===== config.mk =====
export PLATFORM = sky130hd
export DESIGN_NAME = instr_fetch_stage
export DESIGN_NICKNAME = d
export VERILOG_FILES = /design/src/rtl/instr_fetch_stage.sv
export SDC_FILE = /design/constraint.sdc
export NUM_CORES = 1
export LEC_CHECK = 0
export BUFFER_PORTS_ARGS = -buffer_cell sky130_fd_sc_hd__buf_4
export CAP_MARGIN = 20
export CORE_ASPECT_RATIO = 1.5
export CORE_MARGIN = 5
export CORE_UTILIZATION = 42
export CTS_CLUSTER_DIAMETER = 150
export DETAILED_ROUTE_END_ITERATION = 6
export PLACE_DENSITY_LB_ADDON = 0.1
export SLEW_MARGIN = 40
export SYNTH_ARGS = -nofsm -noshare
export SYNTH_HDL_FRONTEND = slang
export SYNTH_SLANG_ARGS = --single-unit
export TNS_END_PERCENT = 1

===== constraint.sdc =====
create_clock -name clk -period 1.71 [get_ports clk]
set_input_delay 0.171 -clock clk [delete_from_list [all_inputs] [get_ports clk]]
set_output_delay 0.171 -clock clk [all_outputs]
set_load 0.02 [all_outputs]

===== src/rtl/instr_fetch_stage.sv =====
// instr_fetch_stage: instruction fetch stage and IF/ID pipeline register.
// Holds the PC, drives the instruction-memory address and latches the
// returned word for the decoder. Handles start/halt sequencing, branch
// redirect with a one-cycle flush, and decode stalls.
// Optional feature macro: IFETCH_DYN_COUNT_EN enables the dynamic
// instruction counter. When it is undefined, dyn_count_o is tied to zero.
//
// state | meaning
// ------+--------------------------------------------------------------
// IDLE  | out of reset; PC and IF/ID hold, waiting for start_i
// RUN   | fetching; advance / stall / redirect / halt handled each edge
// HALT  | decoder saw halt; fetch frozen until start_i
module instr_fetch_stage #(
    parameter int unsigned          PC_W       = 8,
    parameter int unsigned          INSTR_W    = 9,
    parameter logic [PC_W-1:0]      START_ADDR = '0,
    parameter logic [INSTR_W-1:0]   BUBBLE     = 9'h1B0
) (
    input  logic                clk,
    input  logic                rst_n,
    input  logic                start_i,
    input  logic                halt_i,
    input  logic                stall_i,
    input  logic                branch_taken_i,
    input  logic [PC_W-1:0]     branch_target_i,
    output logic [PC_W-1:0]     imem_addr_o,
    input  logic [INSTR_W-1:0]  imem_rdata_i,
    output logic [INSTR_W-1:0]  instr_o,
    output logic [PC_W-1:0]     instr_pc_o,
    output logic                instr_valid_o,
    output logic                running_o,
    output logic [15:0]         dyn_count_o
);

    typedef enum logic [1:0] {
        ST_IDLE = 2'd0,
        ST_RUN  = 2'd1,
        ST_HALT = 2'd2
    } state_t;

    state_t              state;
    logic [PC_W-1:0]     pc;
    logic                start_ok;
    logic                advance;

    // start_i only matters outside RUN; advance is the one case that loads a real instruction
    assign start_ok    = start_i && (state != ST_RUN);
    assign advance     = (state == ST_RUN) && !halt_i && !branch_taken_i && !stall_i;
    assign imem_addr_o = pc;

    // Sequencing FSM with PC and IF/ID register; priority in RUN is halt > branch > stall > advance
    always_ff @(posedge clk or negedge rst_n) begin
        if (!rst_n) begin
            state         <= ST_IDLE;
            pc            <= START_ADDR;
            instr_o       <= BUBBLE;
            instr_pc_o    <= '0;
            instr_valid_o <= 1'b0;
            running_o     <= 1'b0;
        end else begin
            case (state)
                ST_IDLE, ST_HALT: begin
                    if (start_ok) begin
                        state         <= ST_RUN;
                        running_o     <= 1'b1;
                        pc            <= START_ADDR;
                        instr_o       <= BUBBLE;
                        instr_valid_o <= 1'b0;
                    end
                end
                ST_RUN: begin
                    if (halt_i) begin
                        // PC holds so the halting point stays visible on imem_addr_o
                        state         <= ST_HALT;
                        running_o     <= 1'b0;
                        instr_o       <= BUBBLE;
                        instr_valid_o <= 1'b0;
                    end else if (branch_taken_i) begin
                        // Redirect wins over stall: the wrong-path word must never reach decode
                        pc            <= branch_target_i;
                        instr_o       <= BUBBLE;
                        instr_valid_o <= 1'b0;
                    end else if (advance) begin
                        instr_o       <= imem_rdata_i;
                        instr_pc_o    <= pc;
                        instr_valid_o <= 1'b1;
                        pc            <= pc + PC_W'(1);
                    end
                end
                default: begin
                    state         <= ST_IDLE;
                    running_o     <= 1'b0;
                    instr_o       <= BUBBLE;
                    instr_valid_o <= 1'b0;
                end
            endcase
        end
    end

`ifdef IFETCH_DYN_COUNT_EN
    logic [15:0] dyn_count;

    // Count valid IF/ID loads, saturating; a fresh start begins a new count
    always_ff @(posedge clk or negedge rst_n) begin
        if (!rst_n) begin
            dyn_count <= 16'h0000;
        end else if (start_ok) begin
            dyn_count <= 16'h0000;
        end else if (advance && (dyn_count != 16'hFFFF)) begin
            dyn_count <= dyn_count + 16'h0001;
        end
    end

    assign dyn_count_o = dyn_count;
`else
    assign dyn_count_o = 16'h0000;
`endif

endmodule

# Word-level counts from Yosys, hierarchy flattened
# Index checks and enable logic that the tools add are counted.
# totals
regBits	29
output_inout_bits	43
wordCells	52
# classes
add_sub_neg	1
eq_ne	8
n_mux	21
bitwise	2
reduce_logical	14
# op_table
cell	n
$mux W9	4
$mux W8	4
$pmux W9 S2	1
$pmux W8 S2	1
$add A8 B1 Y8 const B	1
$reduce_and A4 Y1	2
$mux W1	6
$ne A2 B2 Y1 const B	3
$logic_and A1 B1 Y1	4
$mux W2	2
$ne A4 B4 Y1 const B	1
$pmux W1 S2	2
$pmux W2 S2	1
$reduce_and A2 Y1	2
$logic_not A1 Y1	3
$ne A3 B3 Y1 const B	1
$eq A2 B1 Y1 const B	1
$eq A2 B2 Y1 const B	1
$logic_not A2 Y1	1
$ne A2 B1 Y1 const B	1
$not A1 Y1	2
$reduce_bool A2 Y1	1
$reduce_or A2 Y1	1

# Logic depth before layout (Yosys ltp)
# logic_depth
ltp_word	8
mapped_depth	7
ltp_nobuf	5

# Worst setup path after synthesis
# OpenSTA, ideal clock, no wires.
# synth_timing
path_kind	reg2reg
start	register state[1]
end	register instr_o[7]
t_arrival_ps	1646
t_required_ps	1630
path_slack_ps	-15
stages_incl_launch_ff	7
path_buffers	3
period_less_slack_ps	1725
path_cell_list	dfrtp_1 -> or3b_1 -> buf_2 -> or3_1 -> buf_2 -> buf_6 -> o22a_1
# synth_via
elab_chain_len	6
word_cells_on_any_way	13
classes_between	5 x eq/ne; 1 x mux; 7 x reduce/logical
# synth_lines
item	line	rtl
from (decl)	41	state_t state;
from (signal assigned)	54	state <= ST_IDLE;
from (signal assigned)	64	state <= ST_RUN;
from (signal assigned)	74	state <= ST_HALT;
$eq A2 B1 Y1	48, 61	
$logic_and A1 B1 Y1 (3 in series)	48	assign advance = (state == ST_RUN) && !halt_i && !branch_taken_i && !stall_i;
$ne A4 B4 Y1 (no source line)	-	
$reduce_and A2 Y1 (no source line)	-	
to (signal assigned)	84	instr_o <= imem_rdata_i;
to (decl)	28	output logic [INSTR_W-1:0] instr_o,
# Parallel ways exist; a longest one is shown, timed or not.
# A chain may end at the register's enable or synchronous reset.

# Final worst setup path
# layout_timing
start	register state[1]
end	register instr_o[8]
# Same word-level chain as after synthesis.

==> results.tsv <==
stage	metric	value	unit
status	status	complete, no violations	
logic_synthesis	ys flop type	dfrtp_1	
route	DR WL/cell	14.1	um
placed_design	RePlAce Congestion	0.823	
route	vias	1210	
sta	Fmax	627	MHz
critical_path	worst-path fanout max	13	
floorplan	Placement Rows	26	
floorplan	DIE WIDTH	57.9	um
grt	vias in the first global route	1239	
finish	Ant. Diodes	0	
placed_design	Port Buf Inserts	49	
sta	RSZ-0062 raised after global routing	no	
pwr	P_sw	0.823	mW
pwr	Leak	0.970	nW
pwr	part of the power in registers	42.4	%
pwr	Gate power share	33.3	%
logic_synthesis	Yosys warning total	0	
finish	area delta synth->final	31.5	%
logic_synthesis	most area-consuming cells after synthesis	dfrtp_1 (43%), buf_4 (8.3%), nand2_1 (8.3%), dfstp_2 (7.3%), a22o_1 (3.6%)	
grt	GRT Residual Overflow	0	
route	drc violations	0	
logic_synthesis	syn avg cell area	9.63	um2
logic_synthesis	area leader, netlist	dfrtp_1	
grt	largest net degree at the start of global routing	30	
clock_network	Sink Count	29	
floorplan	Die Height	81.8	um
clock_network	clk root buf	clkbuf_8	
logic_synthesis	Synth Cell Area	0.00145	mm2
floorplan	die area	0.00474	mm2
clock_network	total CTS buffers	5	
critical_path	crit path DAT	1810	ps
floorplan	number of I/O pins	66	
route	vias per cell	4.88	
critical_path	Worst Reg-to-Reg Cells	4	
critical_path	Startpoint Class	register	
finish	end-of-flow core utilization	56.7	%
grt	All-Layer GR Usage	15.7	%
grt	initial antenna violation count	0	
logic_synthesis	Netlist cell types	38	
critical_path	Setup CP Type	register to register	
pwr	Power Density	1190	mW/mm2
logic_synthesis	Syn Inst Count	150	
logic_synthesis	post-synthesis sequential area ratio	50.6	%
logic_synthesis	asr flop ratio synth	100	%
route	DR pass1 iterations	4	
logic_synthesis	Post-synth EDFFs	0	
pwr	Int Power	1.43	mW
worst_hold_path	hold path cells	3	
critical_path	Worst Setup End Kind	register	
pwr	Max VDD drop	0.607	mV
sta	fin crit period	1590	ps
sta	Final Skew	6.30	ps
pwr	total power draw	2.25	mW
floorplan	core area	0.00335	mm2
placed_design	HPWL after detailed placement	2710	um
sta	Setup Viol. Count Final	0	
logic_synthesis	number of synthesized register bits	29	
critical_path	Worst Path Required	1920	ps
finish	Final nets	229	
route	antenna-violating nets left	0	
sta	fin crit share	93.2	%
clock_network	H-Tree Level Count	2	
finish	share of cells above drive strength 1	33.0	%
clock_network	setup bufs post-CTS	0	
clock_network	Worst-path clk slew	70	ps
grt	global-route wire length before repair	5630	um
route	Post-Route WL	3500	um
clock_network	deepest clock path buffer count	2	
floorplan	Initial Util	43.1	%
sta	final-report hold violation count	0	
logic_synthesis	top cell type's share of synthesized area	43.3	%
sta	Hold Worst Slack	97.3	ps
clock_network	CTS tree	built	
flow_run	total of max-cap violations	0	
sta	final-report max-slew violation count	0	
worst_hold_path	Hold Crit Class	input pin to register	
pwr	clock power share	24.2	%
pwr	switch share	36.5	%
route	1st-iter DRT viols	14	
clock_network	worst-skew pair later-pin latency	280	ps
sta	Fin Setup TNS	0	ps
-- critical path, stage by stage (launching register included) --
cell and delay [ps]:
dfrtp_1 380, or3b_4 410, or3_1 340, buf_4 190
o22a_1 210
-- cells in the mapped netlist, types with 2 or more instances --
master     n
and3_1     2
buf_4     16
nand3_1    2
a21o_1     2
nor2b_1    5
dfrtp_1   25
dfstp_2    4
o21a_1     2
o21ai_0    7
a22o_1     6
inv_1      2
o22a_1     4
nor3_1     2
nand2_1   32
o211ai_1   2
o31ai_1    2
nor2_1     8
a21oi_1    4
buf_2      3
nand4_1    2
-- per-layer routing --
layer	track usage (%)	up-vias	part of all wire, %
met1	17.7	573	41
met2	27.6	33	52
li1	-	598	-
met4	6.26	0	1.6
met3	4.72	6	5.4
met5	0	-	0
-- cell families after synthesis --
kind of cell    Yosys count  synth area share (%)
mux                       1                 0.693
flops                    29                  50.6
simple gates             59                  19.0
buf+inv                  23                  10.9
fa+ha+maj                 1                 0.866
other cells               1                 0.259
compound gates           36                  17.7
-- state kept, by name (all words and copies together), names as in the netlist --
name,count
state,2
instr_valid_o,1
imem_addr_o,8
running_o,1
instr_o,9
instr_pc_o,8
-- power groups by stage --
| stage | Combinational, mW | Clock [mW] | Sequential (mW) |
|---|---|---|---|
| after floorplan | 0.298 | 0 | 1.10 |
| after global placement | 0.744 | 0 | 0.965 |
| after detailed placement | 0.754 | 0 | 0.967 |
| after CTS | 0.758 | 0.564 | 0.956 |
| after global routing | 0.821 | 0.600 | 0.982 |
| final | 0.751 | 0.546 | 0.956 |
-- repair_timing --
action                                 4_1_cts  5_1_grt
hold buffers                                 1        0
resized for setup                            1        1
endpoints found under the hold margin       25        0
setup endpoints to repair                    1        2
pin swaps                                    0        0
-- through the flow --
step	std cells	worst slack [ps]	instance area (um2)
final	248	116	1900
after global routing	248	59.1	1900
after global placement	239	31.3	1800
after detailed placement	239	14.2	1800
after CTS	248	46.1	1900
after floorplan	165	-2.81	1510
-- path summary, 6_finish.rpt --
| kind | slack (ps) | end | start |
|---|---|---|---|
| setup / recovery | 120 | instr_o[8]$_DFFE_PN1P_ | state[1]$_DFFE_PN0P_ |
| hold / removal | 100 | imem_addr_o[3]$_DFFE_PN0P_ | branch_target_i[3] |
| setup reg to reg | 120 | instr_o[8]$_DFFE_PN1P_ | state[1]$_DFFE_PN0P_ |
| hold reg to reg | 480 | instr_pc_o[2]$_DFFE_PN0P_ | instr_pc_o[2]$_DFFE_PN0P_ |
| max in group asynchronous | 1060 | instr_o[4]$_DFFE_PN1P_ | rst_n |
| min in group asynchronous | 350 | imem_addr_o[3]$_DFFE_PN0P_ | rst_n |
-- cell type report --
type	count	area, um2
clock buffers	5	68.8
clock inverters	3	17.5
fillers	324	1450
inverters	2	7.51
multi-input cells	113	616
flip-flops and latches	29	731
well taps	42	52.6
repair buffers	54	408
-- cell usage in the layout, fill, tap and decap left out, types with 2 or more instances in the layout --
cell type / netlist / final
buf_4: 16 / 53
nand2_1: 32 / 32
dfrtp_1: 25 / 25
conb_1: 1 / 16
nor2_1: 8 / 8
a22o_1: 6 / 6
o21ai_0: 7 / 6
nor2b_1: 5 / 5
clkbuf_8: 0 / 5
a21oi_1: 4 / 4
o22a_1: 4 / 4
dfstp_2: 4 / 4
o21a_1: 2 / 2
o31ai_1: 2 / 2
a21o_1: 2 / 2
inv_1: 2 / 2
nand4_1: 2 / 2
nand3_1: 2 / 2
o21ai_1: 1 / 2
nor3_1: 2 / 2
and3_1: 2 / 2
o211ai_1: 2 / 2
clkinv_2: 0 / 2
(Power assumes the default switching activity.)
